--- config.mk ---
export PLATFORM = sky130hd
export DESIGN_NAME = mult_div_unit
export DESIGN_NICKNAME = d
export VERILOG_FILES = /design/src/rtl/mdu_pkg.sv /design/src/rtl/mdu_shift_core.sv /design/src/rtl/mult_div_unit.sv
export SDC_FILE = /design/constraint.sdc
export NUM_CORES = 1
export LEC_CHECK = 0
export CAP_MARGIN = 40
export CORE_MARGIN = 1.5
export CORE_UTILIZATION = 45
export DETAILED_ROUTE_END_ITERATION = 12
export HOLD_SLACK_MARGIN = 0.02
export PLACE_DENSITY = 0.74
export SETUP_SLACK_MARGIN = 0.4
export SLEW_MARGIN = 5
export SYNTH_ARGS = -nofsm -noshare
export SYNTH_HDL_FRONTEND = slang
export SYNTH_SLANG_ARGS = --single-unit
--- constraint.sdc ---
create_clock -name clk -period 8 [get_ports clk]
set_clock_uncertainty 0.15 [all_clocks]
set_input_delay 0.8 -clock clk [delete_from_list [all_inputs] [get_ports clk]]
set_output_delay 0.8 -clock clk [all_outputs]
set_load 0.02 [all_outputs]
--- src/rtl/mdu_pkg.sv ---
// Shared encodings for the HI/LO multiply/divide unit: opcodes, FSM states
// and the divide-by-zero quotient value.
package mdu_pkg;

   typedef enum logic [1:0] {
      OP_MULT  = 2'b00,
      OP_MULTU = 2'b01,
      OP_DIV   = 2'b10,
      OP_DIVU  = 2'b11
   } op_t;

   typedef enum logic [1:0] {
      IDLE = 2'b00,
      RUN  = 2'b01,
      FIN  = 2'b10
   } state_t;

   localparam logic [31:0] DIV0_LO = 32'hFFFF_FFFF;

   function automatic logic isSignedOp(input logic [1:0] opCode);
      return (opCode == OP_MULT) || (opCode == OP_DIV);
   endfunction

endpackage

--- src/rtl/mdu_shift_core.sv ---
// Magnitude datapath: 2*WIDTH accumulator doing one shift-add multiply step or
// one restoring-divide step per enabled cycle.
module mdu_shift_core #(
   parameter int WIDTH = 32
) (
   input  logic               clk,
   input  logic               reset,
   input  logic               load,
   input  logic               step,
   input  logic               loadDiv,
   input  logic [WIDTH-1:0]   loadLow,
   input  logic [WIDTH-1:0]   loadOp,
   output logic [2*WIDTH-1:0] acc
);

   logic [WIDTH-1:0]   operand;
   logic               isDiv;
   logic [WIDTH:0]     addSum;
   logic [WIDTH:0]     trial;
   logic [2*WIDTH-1:0] accNext;

   // Multiply: acc = {partial, multiplier}, add on LSB then shift right.
   // Divide:   acc = {remainder, dividend}, shift left and trial-subtract.
   always_comb begin
      addSum = {1'b0, acc[2*WIDTH-1:WIDTH]} + (acc[0] ? {1'b0, operand} : '0);
      trial  = acc[2*WIDTH-1:WIDTH-1] - {1'b0, operand};
      if (isDiv) begin
         accNext = trial[WIDTH] ? {acc[2*WIDTH-2:0], 1'b0}
                                : {trial[WIDTH-1:0], acc[WIDTH-2:0], 1'b1};
      end else begin
         accNext = {addSum, acc[WIDTH-1:1]};
      end
   end

   always_ff @(posedge clk or posedge reset) begin
      if (reset) begin
         acc     <= '0;
         operand <= '0;
         isDiv   <= 1'b0;
      end else if (load) begin
         acc     <= {{WIDTH{1'b0}}, loadLow};
         operand <= loadOp;
         isDiv   <= loadDiv;
      end else if (step) begin
         acc     <= accNext;
      end
   end

endmodule

--- src/rtl/mult_div_unit.sv ---
// MIPS HI/LO multiply/divide unit: iterative MULT/MULTU/DIV/DIVU plus MTHI/MTLO.
// Define MDU_FAST_MULT_EN for single-cycle combinational MULT/MULTU.
module mult_div_unit
   import mdu_pkg::*;
#(
   parameter int WIDTH = 32,
   parameter int CNT_W = 5
) (
   input  logic             clk,
   input  logic             reset,
   input  logic             start,
   input  logic [1:0]       op,
   input  logic [WIDTH-1:0] rs_data,
   input  logic [WIDTH-1:0] rt_data,
   input  logic             mthi,
   input  logic             mtlo,
   input  logic [WIDTH-1:0] wr_data,
   output logic             busy,
   output logic             done,
   output logic [WIDTH-1:0] hi,
   output logic [WIDTH-1:0] lo,
   output logic [1:0]       stateDbg
);

   state_t             state, stateNext;
   logic [CNT_W-1:0]   cnt;
   logic               launch, stepEn, lastIter, doneReg;
   logic               signedOp, rsNeg, rtNeg;
   logic [WIDTH-1:0]   absRs, absRt;
   logic               isDiv, negLo, negHi, rtZero;
   logic [WIDTH-1:0]   rsHeld, rtHeld;
   logic [2*WIDTH-1:0] acc, prodFix;
   logic [WIDTH-1:0]   quot, rem, hiNext, loNext;

   assign launch   = (state == IDLE) && start;
   assign lastIter = (cnt == CNT_W'(WIDTH - 1));
   assign signedOp = isSignedOp(op);
   assign rsNeg    = signedOp & rs_data[WIDTH-1];
   assign rtNeg    = signedOp & rt_data[WIDTH-1];
   assign absRs    = rsNeg ? -rs_data : rs_data;
   assign absRt    = rtNeg ? -rt_data : rt_data;
   assign rtZero   = (rtHeld == '0);

   always_ff @(posedge clk or posedge reset) begin
      if (reset) state <= IDLE;
      else       state <= stateNext;
   end

   always_comb begin
      stateNext = state;
      unique case (state)
         IDLE: begin
            if (start) begin
`ifdef MDU_FAST_MULT_EN
               stateNext = op[1] ? RUN : FIN;
`else
               stateNext = RUN;
`endif
            end
         end
         RUN:     if (lastIter) stateNext = FIN;
         FIN:     stateNext = IDLE;
         default: stateNext = IDLE;
      endcase
   end

   always_comb begin
      busy     = (state != IDLE);
      stepEn   = (state == RUN);
      done     = doneReg;
      stateDbg = state;
   end

   // Operand signs are captured at launch; the core only ever sees magnitudes.
   always_ff @(posedge clk or posedge reset) begin
      if (reset) begin
         cnt    <= '0;
         isDiv  <= 1'b0;
         negLo  <= 1'b0;
         negHi  <= 1'b0;
         rsHeld <= '0;
         rtHeld <= '0;
      end else if (launch) begin
         cnt    <= '0;
         isDiv  <= op[1];
         negLo  <= rsNeg ^ rtNeg;
         negHi  <= rsNeg;
         rsHeld <= rs_data;
         rtHeld <= rt_data;
      end else if (stepEn) begin
         cnt    <= cnt + CNT_W'(1);
      end
   end

   mdu_shift_core #(.WIDTH(WIDTH)) u_core (
      .clk     (clk),
      .reset   (reset),
      .load    (launch),
      .step    (stepEn),
      .loadDiv (op[1]),
      .loadLow (absRs),
      .loadOp  (absRt),
      .acc     (acc)
   );

`ifdef MDU_FAST_MULT_EN
   logic               signedHeld;
   logic [2*WIDTH-1:0] fastProd;

   always_ff @(posedge clk or posedge reset) begin
      if (reset)       signedHeld <= 1'b0;
      else if (launch) signedHeld <= signedOp;
   end

   // Sign-extended 2*WIDTH operands give the signed product in the low bits.
   assign fastProd = {{WIDTH{signedHeld & rsHeld[WIDTH-1]}}, rsHeld} *
                     {{WIDTH{signedHeld & rtHeld[WIDTH-1]}}, rtHeld};
`endif

   assign prodFix = negLo ? -acc : acc;
   assign quot    = acc[WIDTH-1:0];
   assign rem     = acc[2*WIDTH-1:WIDTH];

   always_comb begin
      hiNext = '0;
      loNext = '0;
      if (!isDiv) begin
`ifdef MDU_FAST_MULT_EN
         {hiNext, loNext} = fastProd;
`else
         {hiNext, loNext} = prodFix;
`endif
      end else if (rtZero) begin
         hiNext = rsHeld;
         loNext = WIDTH'(DIV0_LO);
      end else begin
         loNext = negLo ? -quot : quot;
         hiNext = negHi ? -rem : rem;
      end
   end

   // Moves only land in IDLE and lose to a simultaneous start.
   always_ff @(posedge clk or posedge reset) begin
      if (reset) begin
         hi      <= '0;
         lo      <= '0;
         doneReg <= 1'b0;
      end else begin
         doneReg <= (state == FIN);
         if (state == FIN) begin
            hi <= hiNext;
            lo <= loNext;
         end else if ((state == IDLE) && !start) begin
            if (mthi) hi <= wr_data;
            if (mtlo) lo <= wr_data;
         end
      end
   end

endmodule

==> metrics, run 1 <==
Die X-Extent=199.3 µm; HP Class=reg -> reg; number of synthesized flops with an enable pin=0; clock buffer depth=3; number of port buffers=170; synth unique cells=79; nets@finish=2445; mux share of post-synthesis cell area=0.03528; Setup TNS=0 ns; post-synthesis compound-gate area fraction=0.2308; CP startpoint=u_core.acc[31]$_DFFE_PP0P_; XOR/XNOR Fraction of Synth Area=0.09797; P_int=0.005013 W; Die Y=199.3 µm; routability cong.=1.006; PwrDens=473.4 mW/mm²; Power, Total=0.009673 W; Switching Power=0.004660 W; worst reg-to-reg setup slack=3.76 ns; clock slew at reported path FFs=0.06 ns; Comb pwr share=0.595; Critical Path Sink Type=register; cell row count=71; gr usage total=0.2897; Lkg Pwr=8.851 nW; synth warn=0; unrepaired setup endpoints after global routing=false; antenna violations before repair=2; vias in the first global route=15880; Worst Tran Pin Value=0.9214 ns; Top-Level Pins=171; sequential cell area=0.005858 mm²; Max Clock Freq=235.9 MHz; H-tree levels=1; CTS root buffer=clkbuf_16; WHS Path Cells=2; fin crit period=4.240 ns; worst skew pair latency=0.58 ns; status=completed; area delta synth->final=17.81%; Slew headroom=0.3857; worst hold start=u_core.operand[9]$_DFFE_PP0P_; max_cap viols=0; CTS tree=built; Mapped Cells=2191; Synth Area in Simple Gates=0.1974; footprint of the multi-input gates=0.01069 mm²; flops & latches, synth=234; clk sink count=234; Sequential Power Share=0.262; WL per Instance=20.68 µm; commonest non-fill, non-tap cell in the layout=nand2_1; fillers=3509; largest net degree at the start of global routing=96; Top FF cell, synth=dfrtp_1; final-report hold violation count=0; setup violators final=0; Worst IR Drop VDD=0.2391 mV; Layout Cells excl Fill=2803; fin crit share=0.5300; Num CTS Buffers=28; Final Max Slew Viols=0; CP Launch Type=register; post-synthesis sequential area ratio=0.3376; # Post-CTS Setup Buffers=0; DR vias=17030; Post-Place Cells=2751; switching portion of total power=0.4818; Vias/cell=6.075; post-synthesis adder-cell area fraction=0.05281; initial core utilization=0.4583; Crit Path Category=reg -> reg; post-synthesis net count=2366; detailed placement HPWL=43290 µm; Avg Inst Size Synth=7.916 µm²; total grt overflow=0; synthesized area=0.01734 mm²; worst path required time=8.30 ns; Pre-Repair DR Iteration Count=6; final wirelength=57960 µm; DRC=0; worst reg2reg path depth=14; most frequent cells in the layout=424 x nand2_1, 232 x dfrtp_1, 217 x o21ai_0; worst path arrival time=4.54 ns; DRT antenna net count=0; die area=0.03973 mm²; Clock power frac=0.144; largest family of logic cells by synthesized area=compound AO/OA/AOI/OAI gates; Core ar.=0.03784 mm²; first-pass GRT wire length=89710 µm; Worst R2R Start=u_core.acc[31]$_DFFE_PP0P_; proportion of layout cells with a drive suffix above 1=0.05194; Crit Path Max Fanout=21; hold_buf cts=0; asr flop ratio synth=1.000; post-cts resize count=0; initial drt markers=1718
synthesized netlist by cell type, types with 17 or more instances:
library cell	instances	area (µm²)
ha_1	70	875.8
xor2_1	99	867.1
clkbuf_1	130	488.0
xnor2_1	95	832.1
nor2b_1	20	125.1
nand2_1	425	1595
a21o_1	20	150.1
nor2_1	130	488.0
o211ai_1	44	330.3
o31ai_1	32	240.2
o21ai_0	217	1086
a31oi_1	28	175.2
dfrtp_1	234	5856
a22oi_1	19	142.6
mux2i_1	60	600.6
nand3_1	40	200.2
inv_1	67	251.5
nor4_1	19	118.9
a221o_1	26	260.3
a21oi_1	167	835.8
or3_1	17	106.4
worst max-delay path, cell delays in order, from the launching register on:
cell and delay [ns]:
dfrtp_1 0.40, inv_1 0.12, ha_1 0.23, fa_1 0.40
nor2b_1 0.20, o2111ai_1 0.22, a211oi_1 0.37, nor2_1 0.15
o21ai_0 0.39, a31oi_1 0.22, xnor2_2 0.18, buf_4 0.30
and3_1 0.44, nand4_1 0.17, o311a_1 0.15
sequential cells by signal (all words and copies together), names as in the netlist:
signal / count
u_core.operand: 31
lo: 32
cnt: 5
rtHeld: 32
negHi: 1
u_core.isDiv: 1
stateDbg: 2
hi: 32
rsHeld: 32
u_core.acc: 64
negLo: 1
done: 1
area by class of cell:
type / count / share of cell area
multi-input cells: 1740 / 0.5234
flip-flops and latches: 234 / 0.2867
repair buffers: 198 / 0.09652
clock buffers: 34 / 0.03736
well taps: 511 / 0.03129
inverters: 68 / 0.01286
clock inverters: 17 / 0.01176
diodes: 1 / 0.0001225
final timing paths:
kind	to
max	u_core.acc[58]$_DFFE_PP0P_
min in group asynchronous	rtHeld[29]$_DFFE_PP0P_
max in group asynchronous	u_core.isDiv$_DFFE_PP0P_
min reg2reg	u_core.operand[9]$_DFFE_PP0P_
min	u_core.operand[9]$_DFFE_PP0P_
max reg2reg	u_core.acc[58]$_DFFE_PP0P_
power groups by stage:
stage | logic (W) | clock network [W] | registers, W
after floorplan | 0.00398 | 0 | 0.00238
after global placement | 0.00550 | 0 | 0.00249
after detailed placement | 0.00561 | 0 | 0.00253
after CTS | 0.00565 | 0.00140 | 0.00251
after global routing | 0.00630 | 0.00145 | 0.00260
final | 0.00575 | 0.00139 | 0.00253
metal layers:
| layer | global-route usage | part of all wire | up-vias |
|---|---|---|---|
| met5 | 0 | 0.00033 | - |
| met4 | 0.1173 | 0.041 | 2 |
| met3 | 0.04658 | 0.097 | 141 |
| met2 | 0.4655 | 0.45 | 895 |
| met1 | 0.3885 | 0.41 | 8098 |
| li1 | - | - | 7892 |
stage by stage:
stage	util	worst slack, ns	instance area [µm²]	hold slack (ns)
after detailed placement	0.5133	3.866	19420	0.3146
after global placement	0.5105	4.067	19320	0.3103
final	0.5399	3.760	20430	0.3261
after CTS	0.5398	3.825	20430	0.3319
after global routing	0.5398	3.563	20430	0.3487
after floorplan	-	0.6320	17340	0.2904
cell families after synthesis:
family | after synthesis
AOI/OAI and AO/OA | 650
xor gates and xnor gates | 194
adders and majority gates | 72
buffers and inverters | 217
DFF | 234
muxes | 61
and+or+nand+nor | 763
Note: power is estimated with default switching activity, not from simulation.
==> run 2: changes to the inputs <==
Settings changed: PLACE_DENSITY 0.74 to 0.77.
Clock period 8 ns to 3.67 ns, I/O delays scaled along.
==> run 2 against run 1 <==
Net effect: via count increased by 5.6%; sequential share of layout area down 2.1 points; sequential cell count stayed put; setup slack worse by 3.4 ns; largest cell class unchanged; largest power group unchanged.
==> metrics, run 2 (synthesis gave the netlist of run 1 again) <==
Core ar.=0.03784 mm²; final-report hold violation count=0; CP Launch Type=register; first-pass GRT wire length=96400 µm; antenna violations before repair=3; worst path arrival time=3.62 ns; Layout Cells excl Fill=2935; DR vias=17990; worst reg-to-reg setup slack=0.38 ns; fin crit period=3.287 ns; critical path, cell by cell=or4_4 > nor4_4 > nand4_2 > or3_4 > or2_4 > or3_1 > a21oi_2 > o21ai_1 > o311a_1 > a31oi_1; Pre-Repair DR Iteration Count=5; WL per Instance=21.72 µm; cell row count=71; Crit Path Category=reg -> reg; CP max stage cell=or4_4; HP Class=in -> async; Setup TNS=0 ns; Worst IR Drop VDD=0.5617 mV; final wirelength=63760 µm; die area=0.03973 mm²; worst skew pair latency=0.57 ns; clock buffer depth=3; RR Endpoint=hi[24]$_DFFE_PP0P_; final core area utilization=0.5822; clk sink count=234; gr usage total=0.3140; unrepaired setup endpoints after global routing=true; routability cong.=1.040; worst reg2reg path depth=10; PwrDens=1071 mW/mm²; initial core utilization=0.4583; worst path required time=4.00 ns; Final Max Slew Viols=0; CTS root buffer=clkbuf_16; Ant. Diodes=0; largest net degree at the start of global routing=91; Top reg by flops=u_core.acc; initial drt markers=1903; DRT antenna net count=0; Max Clock Freq=304.2 MHz; Slew headroom=0.3605; Critical Path Sink Type=register; detailed placement HPWL=47240 µm; total grt overflow=0; Top-Level Pins=171; max reg flops=64; Worst R2R Start=u_core.acc[11]$_DFFE_PP0P_; commonest non-fill, non-tap cell in the layout=nand2_1; setup violators final=0; hold_buf cts=0; H-tree levels=1; vias in the first global route=16940; Worst Tran Pin Value=0.9593 ns; most frequent cells in the layout=422 x nand2_1, 226 x dfrtp_1, 194 x o21ai_0; nets@finish=2581; Post-Place Cells=2832; status=completed; max_cap viols=0; Crit Path Max Fanout=5; proportion of layout cells with a drive suffix above 1=0.1498; Num CTS Buffers=27; Lkg Pwr=9.561 nW; DRC=0; fillers=3328; Die X-Extent=199.3 µm; Die Y=199.3 µm; Vias/cell=6.128; clock slew at reported path FFs=0.06 ns; CTS tree=built; CP max stage delay=0.57 ns; fin crit share=0.8956; number of port buffers=170; Power, Total=0.02359 W; area delta synth->final=27.05%
## run 2: changes by cell type in the layout (fill, tap and decap cells not counted), moves of 9 or more
cell,change
a21oi_1,-21
a21oi_2,+19
buf_4,+121
ha_1,-13
ha_4,+9
nor2_1,-13
o21ai_0,-23
o21ai_1,+20
## run 2: layout make-up
class | count | area (µm²) | share of cell area
Sequential cell | 234 | 5866 | 0.2662
Clock buffer | 36 | 729.5 | 0.03311
Timing Repair Buffer | 334 | 3100 | 0.1407
Multi-Input combinational cell | 1741 | 11320 | 0.5139
Tap cell | 511 | 639.4 | 0.02902
Inverter | 68 | 264.0 | 0.01198
Clock inverter | 11 | 112.6 | 0.005111
## run 2: how the worst max path moves through the flow
stage | endpoint | slack (ns) | startpoint | cells past startpoint
floorplan | cnt[0]$_DFFE_PP0P_ | 0.09 | reset | 1
global placement | hi[17]$_DFFE_PP0P_ | 0.17 | u_core.acc[32]$_DFFE_PP0P_ | 10
detailed placement | u_core.acc[58]$_DFFE_PP0P_ | 0.04 | u_core.acc[31]$_DFFE_PP0P_ | 14
CTS | lo[24]$_DFFE_PP0P_ | 0.34 | u_core.acc[8]$_DFFE_PP0P_ | 10
global route | u_core.acc[62]$_DFFE_PP0P_ | 0.27 | rtHeld[0]$_DFFE_PP0P_ | 14
finish | hi[24]$_DFFE_PP0P_ | 0.38 | u_core.acc[11]$_DFFE_PP0P_ | 10
## run 2: metal layers
layer  wire length [µm]  GRT usage  vias up
met3               5691    0.04354      204
met2              28470     0.4984     1037
met1              26160     0.4230     8577
met5                 30          0        -
met4               3407     0.1467        4
li1                   -          -     8163
## run 2: critical path: cells and delay by family (launching register included)
kind | cells | cell delay, ns
compound gates | 4 | 0.51
flops | 1 | 0.38
simple gates | 6 | 2.17
## run 2: timing repair
action / in CTS / in global routing
endpoints found under the setup margin: 52 / 52
endpoints found under the hold margin: 0 / 0
buffers inserted: 22 / 32
pin swaps: 34 / 49
cloned: 2 / 0
resized for setup: 69 / 113
## run 2: power breakdown
group          internal, W  switching (W)  total, W
Clock              0.00153        0.00115   0.00268
Sequential         0.00390        0.00137   0.00527
Combinational      0.00684        0.00880    0.0156
Total               0.0123         0.0113    0.0236
## run 2: metrics by stage
stage | hold slack (ns) | setup WS (ns) | cell area (µm²)
floorplan | 0.2904 | 0.08910 | 17350
global placement | 0.3076 | 0.1702 | 20030
detailed placement | 0.3127 | 0.03598 | 20050
CTS | 0.1878 | 0.3431 | 21340
global route | 0.2566 | 0.2656 | 22030
finish | 0.1770 | 0.3832 | 22030
